**config.mk**
```make
export PLATFORM = sky130hd
export DESIGN_NAME = snoop_bus_ctrl_flat
export DESIGN_NICKNAME = d
export VERILOG_FILES = /design/src/rtl/snoop_bus_ctrl_if.sv /design/src/rtl/snoop_bus_ctrl.sv /design/src/flat_wrapper.sv
export SDC_FILE = /design/constraint.sdc
export NUM_CORES = 1
export LEC_CHECK = 0
export BUFFER_PORTS_ARGS = -buffer_cell sky130_fd_sc_hd__buf_4
export CORE_ASPECT_RATIO = 1.4
export CORE_MARGIN = 1
export CORE_UTILIZATION = 35
export CTS_CLUSTER_DIAMETER = 100
export CTS_CLUSTER_SIZE = 40
export DETAILED_ROUTE_END_ITERATION = 16
export PLACE_DENSITY = 0.7
export SYNTH_ARGS = -nofsm -noshare
export SYNTH_HDL_FRONTEND = slang
export SYNTH_SLANG_ARGS = --single-unit
```
**constraint.sdc**
```tcl
create_clock -name clk -period 2.3 [get_ports clk]
set_input_delay 0.46 -clock clk [delete_from_list [all_inputs] [get_ports clk]]
set_output_delay 0.46 -clock clk [all_outputs]
set_load 0.01 [all_outputs]
```
**src/rtl/snoop_bus_ctrl_if.sv**
```systemverilog
// Bus bundle between the snoop bus controller and its N cache controllers.
// The controller side uses the slave modport; the caches use master.
interface snoop_bus_ctrl_if #(
  parameter int N      = 4,
  parameter int ADDR_W = 32
);
  logic [N-1:0]        req_valid;
  logic [2*N-1:0]      req_op;
  logic [N*ADDR_W-1:0] req_addr;
  logic [N-1:0]        req_grant;
  logic [N-1:0]        snp_valid;
  logic [1:0]          snp_op;
  logic [ADDR_W-1:0]   snp_addr;
  logic [N-1:0]        snp_ack;
  logic [N-1:0]        snp_shared;
  logic [N-1:0]        snp_dirty;
  logic [N-1:0]        cpl_valid;
  logic                cpl_shared;
  logic                cpl_dirty;
  logic                cpl_err;
  logic                busy;

  modport master (
    output req_valid, req_op, req_addr, snp_ack, snp_shared, snp_dirty,
    input  req_grant, snp_valid, snp_op, snp_addr,
    input  cpl_valid, cpl_shared, cpl_dirty, cpl_err, busy
  );

  modport slave (
    input  req_valid, req_op, req_addr, snp_ack, snp_shared, snp_dirty,
    output req_grant, snp_valid, snp_op, snp_addr,
    output cpl_valid, cpl_shared, cpl_dirty, cpl_err, busy
  );
endinterface

```
**src/rtl/snoop_bus_ctrl.sv**
```systemverilog
// Round-robin snoop bus controller: one coherence transaction in flight.
// Optional macro SNOOP_TIMEOUT_EN bounds the snoop phase to TIMEOUT cycles.
module snoop_bus_ctrl_lane (
  input  logic clk,
  input  logic rst,
  input  logic load,
  input  logic load_val,
  input  logic abort,
  input  logic ack,
  input  logic shared,
  input  logic dirty,
  output logic pend,
  output logic hit,
  output logic shared_hit,
  output logic dirty_hit
);
  assign hit        = pend & ack;
  assign shared_hit = hit & shared;
  assign dirty_hit  = hit & dirty;

  always_ff @(posedge clk) begin
    if (rst || abort)  pend <= 1'b0;
    else if (load)     pend <= load_val;
    else if (hit)      pend <= 1'b0;
  end
endmodule

module snoop_bus_ctrl #(
  parameter int N       = 4,
  parameter int ADDR_W  = 32,
  parameter int TIMEOUT = 64
) (
  input logic              clk,
  input logic              rst,
  snoop_bus_ctrl_if.slave  bus
);
  localparam int PW = (N > 1) ? $clog2(N) : 1;
  typedef logic [N-1:0] vec_t;
  typedef enum logic [1:0] {IDLE, GRANT, SNOOP, COMPLETE} state_t;

  state_t            state;
  logic [PW-1:0]     rr_ptr, win, pick;
  vec_t              win_oh, pend, hit, sh_hit, dt_hit;
  vec_t              grant_q, cpl_q;
  logic              cpl_sh_q, cpl_dt_q, cpl_err_q;
  logic              acc_sh, acc_dt;
  logic [1:0]        op_q;
  logic [ADDR_W-1:0] addr_q;
  logic              any_req, rsvd, no_snoop, load, abort, done, sh_now, dt_now;

  assign win_oh   = vec_t'(1) << win;
  assign rsvd     = (op_q == 2'b11);
  assign no_snoop = (N == 1) || rsvd;
  assign load     = (state == GRANT) && !no_snoop;
  assign done     = ((pend & ~hit) == '0);
  assign sh_now   = |sh_hit;
  assign dt_now   = |dt_hit;

  // Upward search from rr_ptr, wrapping N-1 -> 0.
  always_comb begin
    int idx;
    any_req = 1'b0;
    pick    = '0;
    idx     = 0;
    for (int k = 0; k < N; k++) begin
      idx = int'(rr_ptr) + k;
      if (idx >= N) idx = idx - N;
      if (!any_req && bus.req_valid[idx]) begin
        any_req = 1'b1;
        pick    = PW'(idx);
      end
    end
  end

  for (genvar i = 0; i < N; i++) begin : g_lane
    snoop_bus_ctrl_lane u_lane (
      .clk        (clk),
      .rst        (rst),
      .load       (load),
      .load_val   (~win_oh[i]),
      .abort      (abort),
      .ack        (bus.snp_ack[i]),
      .shared     (bus.snp_shared[i]),
      .dirty      (bus.snp_dirty[i]),
      .pend       (pend[i]),
      .hit        (hit[i]),
      .shared_hit (sh_hit[i]),
      .dirty_hit  (dt_hit[i])
    );
  end

`ifdef SNOOP_TIMEOUT_EN
  localparam int TW = $clog2(TIMEOUT + 1);
  logic [TW-1:0] tcnt;
  logic          expire;
  assign expire = (state == SNOOP) && !done && (tcnt == TW'(TIMEOUT - 1));
  assign abort  = expire;

  always_ff @(posedge clk) begin
    if (rst || state != SNOOP) tcnt <= '0;
    else                       tcnt <= tcnt + 1'b1;
  end
`else
  logic expire;
  assign expire = 1'b0;
  assign abort  = 1'b0;
`endif

  always_ff @(posedge clk) begin
    if (rst) begin
      state     <= IDLE;
      rr_ptr    <= '0;
      win       <= '0;
      op_q      <= '0;
      addr_q    <= '0;
      grant_q   <= '0;
      cpl_q     <= '0;
      cpl_sh_q  <= 1'b0;
      cpl_dt_q  <= 1'b0;
      cpl_err_q <= 1'b0;
      acc_sh    <= 1'b0;
      acc_dt    <= 1'b0;
    end else begin
      grant_q   <= '0;
      cpl_q     <= '0;
      cpl_sh_q  <= 1'b0;
      cpl_dt_q  <= 1'b0;
      cpl_err_q <= 1'b0;
      case (state)
        IDLE: if (any_req) begin
          state   <= GRANT;
          win     <= pick;
          grant_q <= vec_t'(1) << pick;
          op_q    <= bus.req_op[2*int'(pick) +: 2];
          addr_q  <= bus.req_addr[int'(pick)*ADDR_W +: ADDR_W];
          acc_sh  <= 1'b0;
          acc_dt  <= 1'b0;
        end
        GRANT: begin
          if (no_snoop) begin
            state     <= COMPLETE;
            cpl_q     <= win_oh;
            cpl_err_q <= rsvd;
          end else begin
            state <= SNOOP;
          end
        end
        SNOOP: begin
          acc_sh <= acc_sh | sh_now;
          acc_dt <= acc_dt | dt_now;
          // Status includes acks sampled on the exit edge itself.
          if (done || expire) begin
            state     <= COMPLETE;
            cpl_q     <= win_oh;
            cpl_sh_q  <= acc_sh | sh_now;
            cpl_dt_q  <= acc_dt | dt_now;
            cpl_err_q <= !done;
          end
        end
        COMPLETE: begin
          state  <= IDLE;
          rr_ptr <= (win == PW'(N - 1)) ? '0 : win + 1'b1;
        end
        default: state <= IDLE;
      endcase
    end
  end

  assign bus.req_grant  = grant_q;
  assign bus.snp_valid  = pend;
  assign bus.snp_op     = op_q;
  assign bus.snp_addr   = addr_q;
  assign bus.cpl_valid  = cpl_q;
  assign bus.cpl_shared = cpl_sh_q;
  assign bus.cpl_dirty  = cpl_dt_q;
  assign bus.cpl_err    = cpl_err_q;
  assign bus.busy       = (state != IDLE);
endmodule

```
**src/flat_wrapper.sv**
```systemverilog
// flat-port wrapper written by rule: the top's interface ports become plain ports
module snoop_bus_ctrl_flat 
#(
  parameter int N       = 4,
  parameter int ADDR_W  = 32,
  parameter int TIMEOUT = 64
)
  (clk, rst, bus_req_valid, bus_req_op, bus_req_addr, bus_snp_ack, bus_snp_shared, bus_snp_dirty, bus_req_grant, bus_snp_valid, bus_snp_op, bus_snp_addr, bus_cpl_valid, bus_cpl_shared, bus_cpl_dirty, bus_cpl_err, bus_busy);
  snoop_bus_ctrl_if #(.N(N), .ADDR_W(ADDR_W)) bus_i ();
  input logic clk;
  input logic rst;
  input wire logic [$bits(bus_i.req_valid)-1:0] bus_req_valid;
  input wire logic [$bits(bus_i.req_op)-1:0] bus_req_op;
  input wire logic [$bits(bus_i.req_addr)-1:0] bus_req_addr;
  input wire logic [$bits(bus_i.snp_ack)-1:0] bus_snp_ack;
  input wire logic [$bits(bus_i.snp_shared)-1:0] bus_snp_shared;
  input wire logic [$bits(bus_i.snp_dirty)-1:0] bus_snp_dirty;
  output wire logic [$bits(bus_i.req_grant)-1:0] bus_req_grant;
  output wire logic [$bits(bus_i.snp_valid)-1:0] bus_snp_valid;
  output wire logic [$bits(bus_i.snp_op)-1:0] bus_snp_op;
  output wire logic [$bits(bus_i.snp_addr)-1:0] bus_snp_addr;
  output wire logic [$bits(bus_i.cpl_valid)-1:0] bus_cpl_valid;
  output wire logic [$bits(bus_i.cpl_shared)-1:0] bus_cpl_shared;
  output wire logic [$bits(bus_i.cpl_dirty)-1:0] bus_cpl_dirty;
  output wire logic [$bits(bus_i.cpl_err)-1:0] bus_cpl_err;
  output wire logic [$bits(bus_i.busy)-1:0] bus_busy;
  assign bus_i.req_valid = bus_req_valid;
  assign bus_i.req_op = bus_req_op;
  assign bus_i.req_addr = bus_req_addr;
  assign bus_i.snp_ack = bus_snp_ack;
  assign bus_i.snp_shared = bus_snp_shared;
  assign bus_i.snp_dirty = bus_snp_dirty;
  assign bus_req_grant = bus_i.req_grant;
  assign bus_snp_valid = bus_i.snp_valid;
  assign bus_snp_op = bus_i.snp_op;
  assign bus_snp_addr = bus_i.snp_addr;
  assign bus_cpl_valid = bus_i.cpl_valid;
  assign bus_cpl_shared = bus_i.cpl_shared;
  assign bus_cpl_dirty = bus_i.cpl_dirty;
  assign bus_cpl_err = bus_i.cpl_err;
  assign bus_busy = bus_i.busy;
  snoop_bus_ctrl #(.N(N), .ADDR_W(ADDR_W), .TIMEOUT(TIMEOUT)) u_core (.clk(clk), .rst(rst), .bus(bus_i));
endmodule
```
==> impl_metrics.toml <==
[route]
via_per_inst = 5.41
first_pass_iters = 5
ant_nets = 0
first_iter_violations = 164
routedWlPerCell_um = 16.4
drc = 0
via_count = 4120
routed_wl_um = 12500

[floorplan]
start_util_pct = 36.0
core_um2 = 9900
die_x_um = 87.3
num_rows = 43
die_y_um = 121
boundaryPins = 204
die-area_um2 = 10600

[setup_path]
path_class = "reg2reg"
path_cells = "and2b_1 -> or4_1 -> buf_4 -> and3_1 -> a211oi_1 -> o31ai_1"
worstSetupStartpointType = "flip-flop"
critPathMaxStageDelay_ps = 520
worst_path_max_delay_cell = "or4_1"
critPathCaptureType = "flip-flop"
rr_startpoint = "u_core.rr_ptr[0]"
worst-path-buf-inv = 1
cp.required_ps = 2500
arrival_ps = 2220
path_delay_family = "simple AND/OR/NAND/NOR gates"
worstPathMaxFanout = 25
cp-startpoint = "u_core.rr_ptr[0]"

[final_layout]
diodes = 0
layout.cells.non_filler = 762
layout-drive-gt1-share_pct = 45.0
syn2layout_area_growth_pct = 57.1
utilization_pct = 56.6
fillCellCount = 958
nNetsFinal = 785

[grt]
grt_pass1_vias = 4223
grt_max_degree = 35
antenna_found_initial = 0
overflow = 0
grt.total_usage_pct = 23.6
grt_pass1_wl_um = 19600

[timing]
hold_viol_final = 0
worstMarginPinSlew_ps = 644
clock_skew_ps = 4.78
grt_setup_unrepaired = "false"
final.period_utilization_pct = 87.9
slew_violations = 0
tns_ps = 0
min_period_ps = 2020
setup_slack_ps = 279
setup_viol = 0
slew_headroom_pct = 56.7
fmax_mhz = 495

[logic_synthesis]
ys.flop_type = "dfxtp_1"
ys_types = 56
ys_ff_latch = 57
synth_top_cells_by_area = "dfxtp_1, o21ai_0, nand3_1, o31ai_1, a211o_1"
synthCells = 426
synth_fp_nets = 589
yosys.area.top_type = "dfxtp_1"
synth.avg_cell_area_um2 = 8.37
syn-cell-area_um2 = 3570
synth_edf_count = 0
synthArstFlopShare_pct = 0
yosysSeqAreaShare_pct = 32.0
yosysTopAreaCellShare_pct = 32.0
yosys_warnings = 0

[placement]
place_hpwl_um = 9500
gp_congestion = 0.899
port_buffers = 203
placed_cells = 746
dpl_worst_slack_ps = 92.1

[job]
cap_violations = 0

[cts]
cts_max_path_buffers = 2
numClockSinks = 57
cts_buffers = 9
clockRootBuffer = "clkbuf_16"
h-tree-depth = 3
worstSkewPairLatency_ps = 320
cts_setup_buffers = 0
cts_tree = "done"
clk_pin_slew_ps = 50

[pwr]
power_leakage_nw = 2.59
seqPwrFrac_pct = 28.8
ir_drop_v = 0.000493
power.share.clock_pct = 29.5
p_int_mw = 3.29
switchingPower_mw = 1.68
p_sw_share_pct = 33.8
power.density_nw_per_um2 = 888
combinationalPowerShare_pct = 41.7

[worst_hold_path]
hp-start = "bus_req_addr[99]"
min_path_type = "in2reg"

[outcome]
status = "completed"
cell usage after synthesis (4+ instances only):
| cell type | n |
|---|---|
| a41oi_1 | 4 |
| a211oi_1 | 4 |
| a211oi_2 | 10 |
| o21ai_0 | 48 |
| a21oi_1 | 18 |
| nand2b_1 | 5 |
| and3_1 | 16 |
| a211o_1 | 16 |
| mux2_2 | 6 |
| o31ai_1 | 22 |
| inv_1 | 6 |
| buf_2 | 11 |
| buf_6 | 5 |
| ha_1 | 9 |
| nand4_1 | 4 |
| buf_4 | 7 |
| o31ai_2 | 4 |
| and3_4 | 8 |
| and2_1 | 8 |
| clkbuf_1 | 17 |
| nand2_1 | 34 |
| mux2i_1 | 5 |
| dfxtp_1 | 57 |
| nand3_1 | 45 |
| nor2_1 | 15 |
stage by stage:
step                      power [mW]  hold WS, ps  area (um^2)
final                           4.98          332         5610
after global routing            5.26          323         5610
after CTS                       5.01          323         5600
after detailed placement        3.52          444         5270
after global placement          3.47          440         5270
after floorplan                 2.58          454         3570
worst paths after layout:
check	slack, ps	cells after the start	to
worst max register to register	280	6	u_core.bus.snp_addr[4]
worst min register to register	460	2	u_core.bus.snp_addr[10]
worst min-delay path	330	2	u_core.bus.snp_addr[3]
worst max-delay path	280	6	u_core.bus.snp_addr[4]
cells by family (layout without fill, tap and decap cells):
logic type                 after synthesis  in the layout  share of synthesized area [%]
and+or+nand+nor                        158            158                           25.5
AOI/OAI and AO/OA                      144            144                           28.8
DFF                                     57             57                           32.0
buffers and inverters                   46            247                           7.01
muxes                                   12             12                           3.61
adders and majority gates                9              9                           3.16
layout make-up:
class | instances | area (um^2) | share of cell area (%)
well taps | 135 | 169 | 3.01
flip-flops and latches | 57 | 1140 | 20.4
multi-input cells | 323 | 2200 | 39.3
clock buffers | 11 | 253 | 4.51
clock inverters | 5 | 77.6 | 1.38
inverters | 6 | 22.5 | 0.402
repair buffers | 225 | 1740 | 31.0
layout by cell type, fill, tap and decap left out, types with 14 or more instances in the layout:
cell type,n
dfxtp_1,57
a21oi_1,18
o21ai_0,48
buf_4,221
nand3_1,45
o31ai_1,22
nor2_1,14
nand2_1,34
a211o_1,16
and3_1,16
power groups by stage:
stage | sequential [mW] | clock [mW] | combinational (mW)
after floorplan | 1.51 | 0 | 1.07
after global placement | 1.44 | 0 | 2.03
after detailed placement | 1.45 | 0 | 2.07
after CTS | 1.43 | 1.49 | 2.08
after global routing | 1.46 | 1.54 | 2.26
final | 1.43 | 1.47 | 2.08
per-layer routing:
| metal | global-route usage, % | vias up | share of wire [%] |
|---|---|---|---|
| met5 | 0 | - | 0 |
| met2 | 40.7 | 185 | 51 |
| met4 | 11.9 | 0 | 3.5 |
| li1 | - | 1982 | - |
| met1 | 26.8 | 1918 | 38 |
| met3 | 5.51 | 35 | 7.0 |
repair_timing:
action / CTS / global route
setup endpoints to repair: 0 / 1
gates resized for setup: 0 / 1
hold buffers: 0 / 0
state kept, by name, summed over array words and instances, names as in the netlist:
signal and cells:
u_core.bus.snp_addr 32, u_core.bus.cpl_valid 4, u_core.bus.req_grant 4, u_core.g_lane.u_lane.pend 4
u_core.bus.snp_op 2, u_core.rr_ptr 2, u_core.state 2, u_core.win 2
u_core.acc_dt 1, u_core.acc_sh 1, u_core.bus.cpl_dirty 1, u_core.bus.cpl_err 1
u_core.bus.cpl_shared 1
Note: power is estimated with default switching activity, not from simulation.
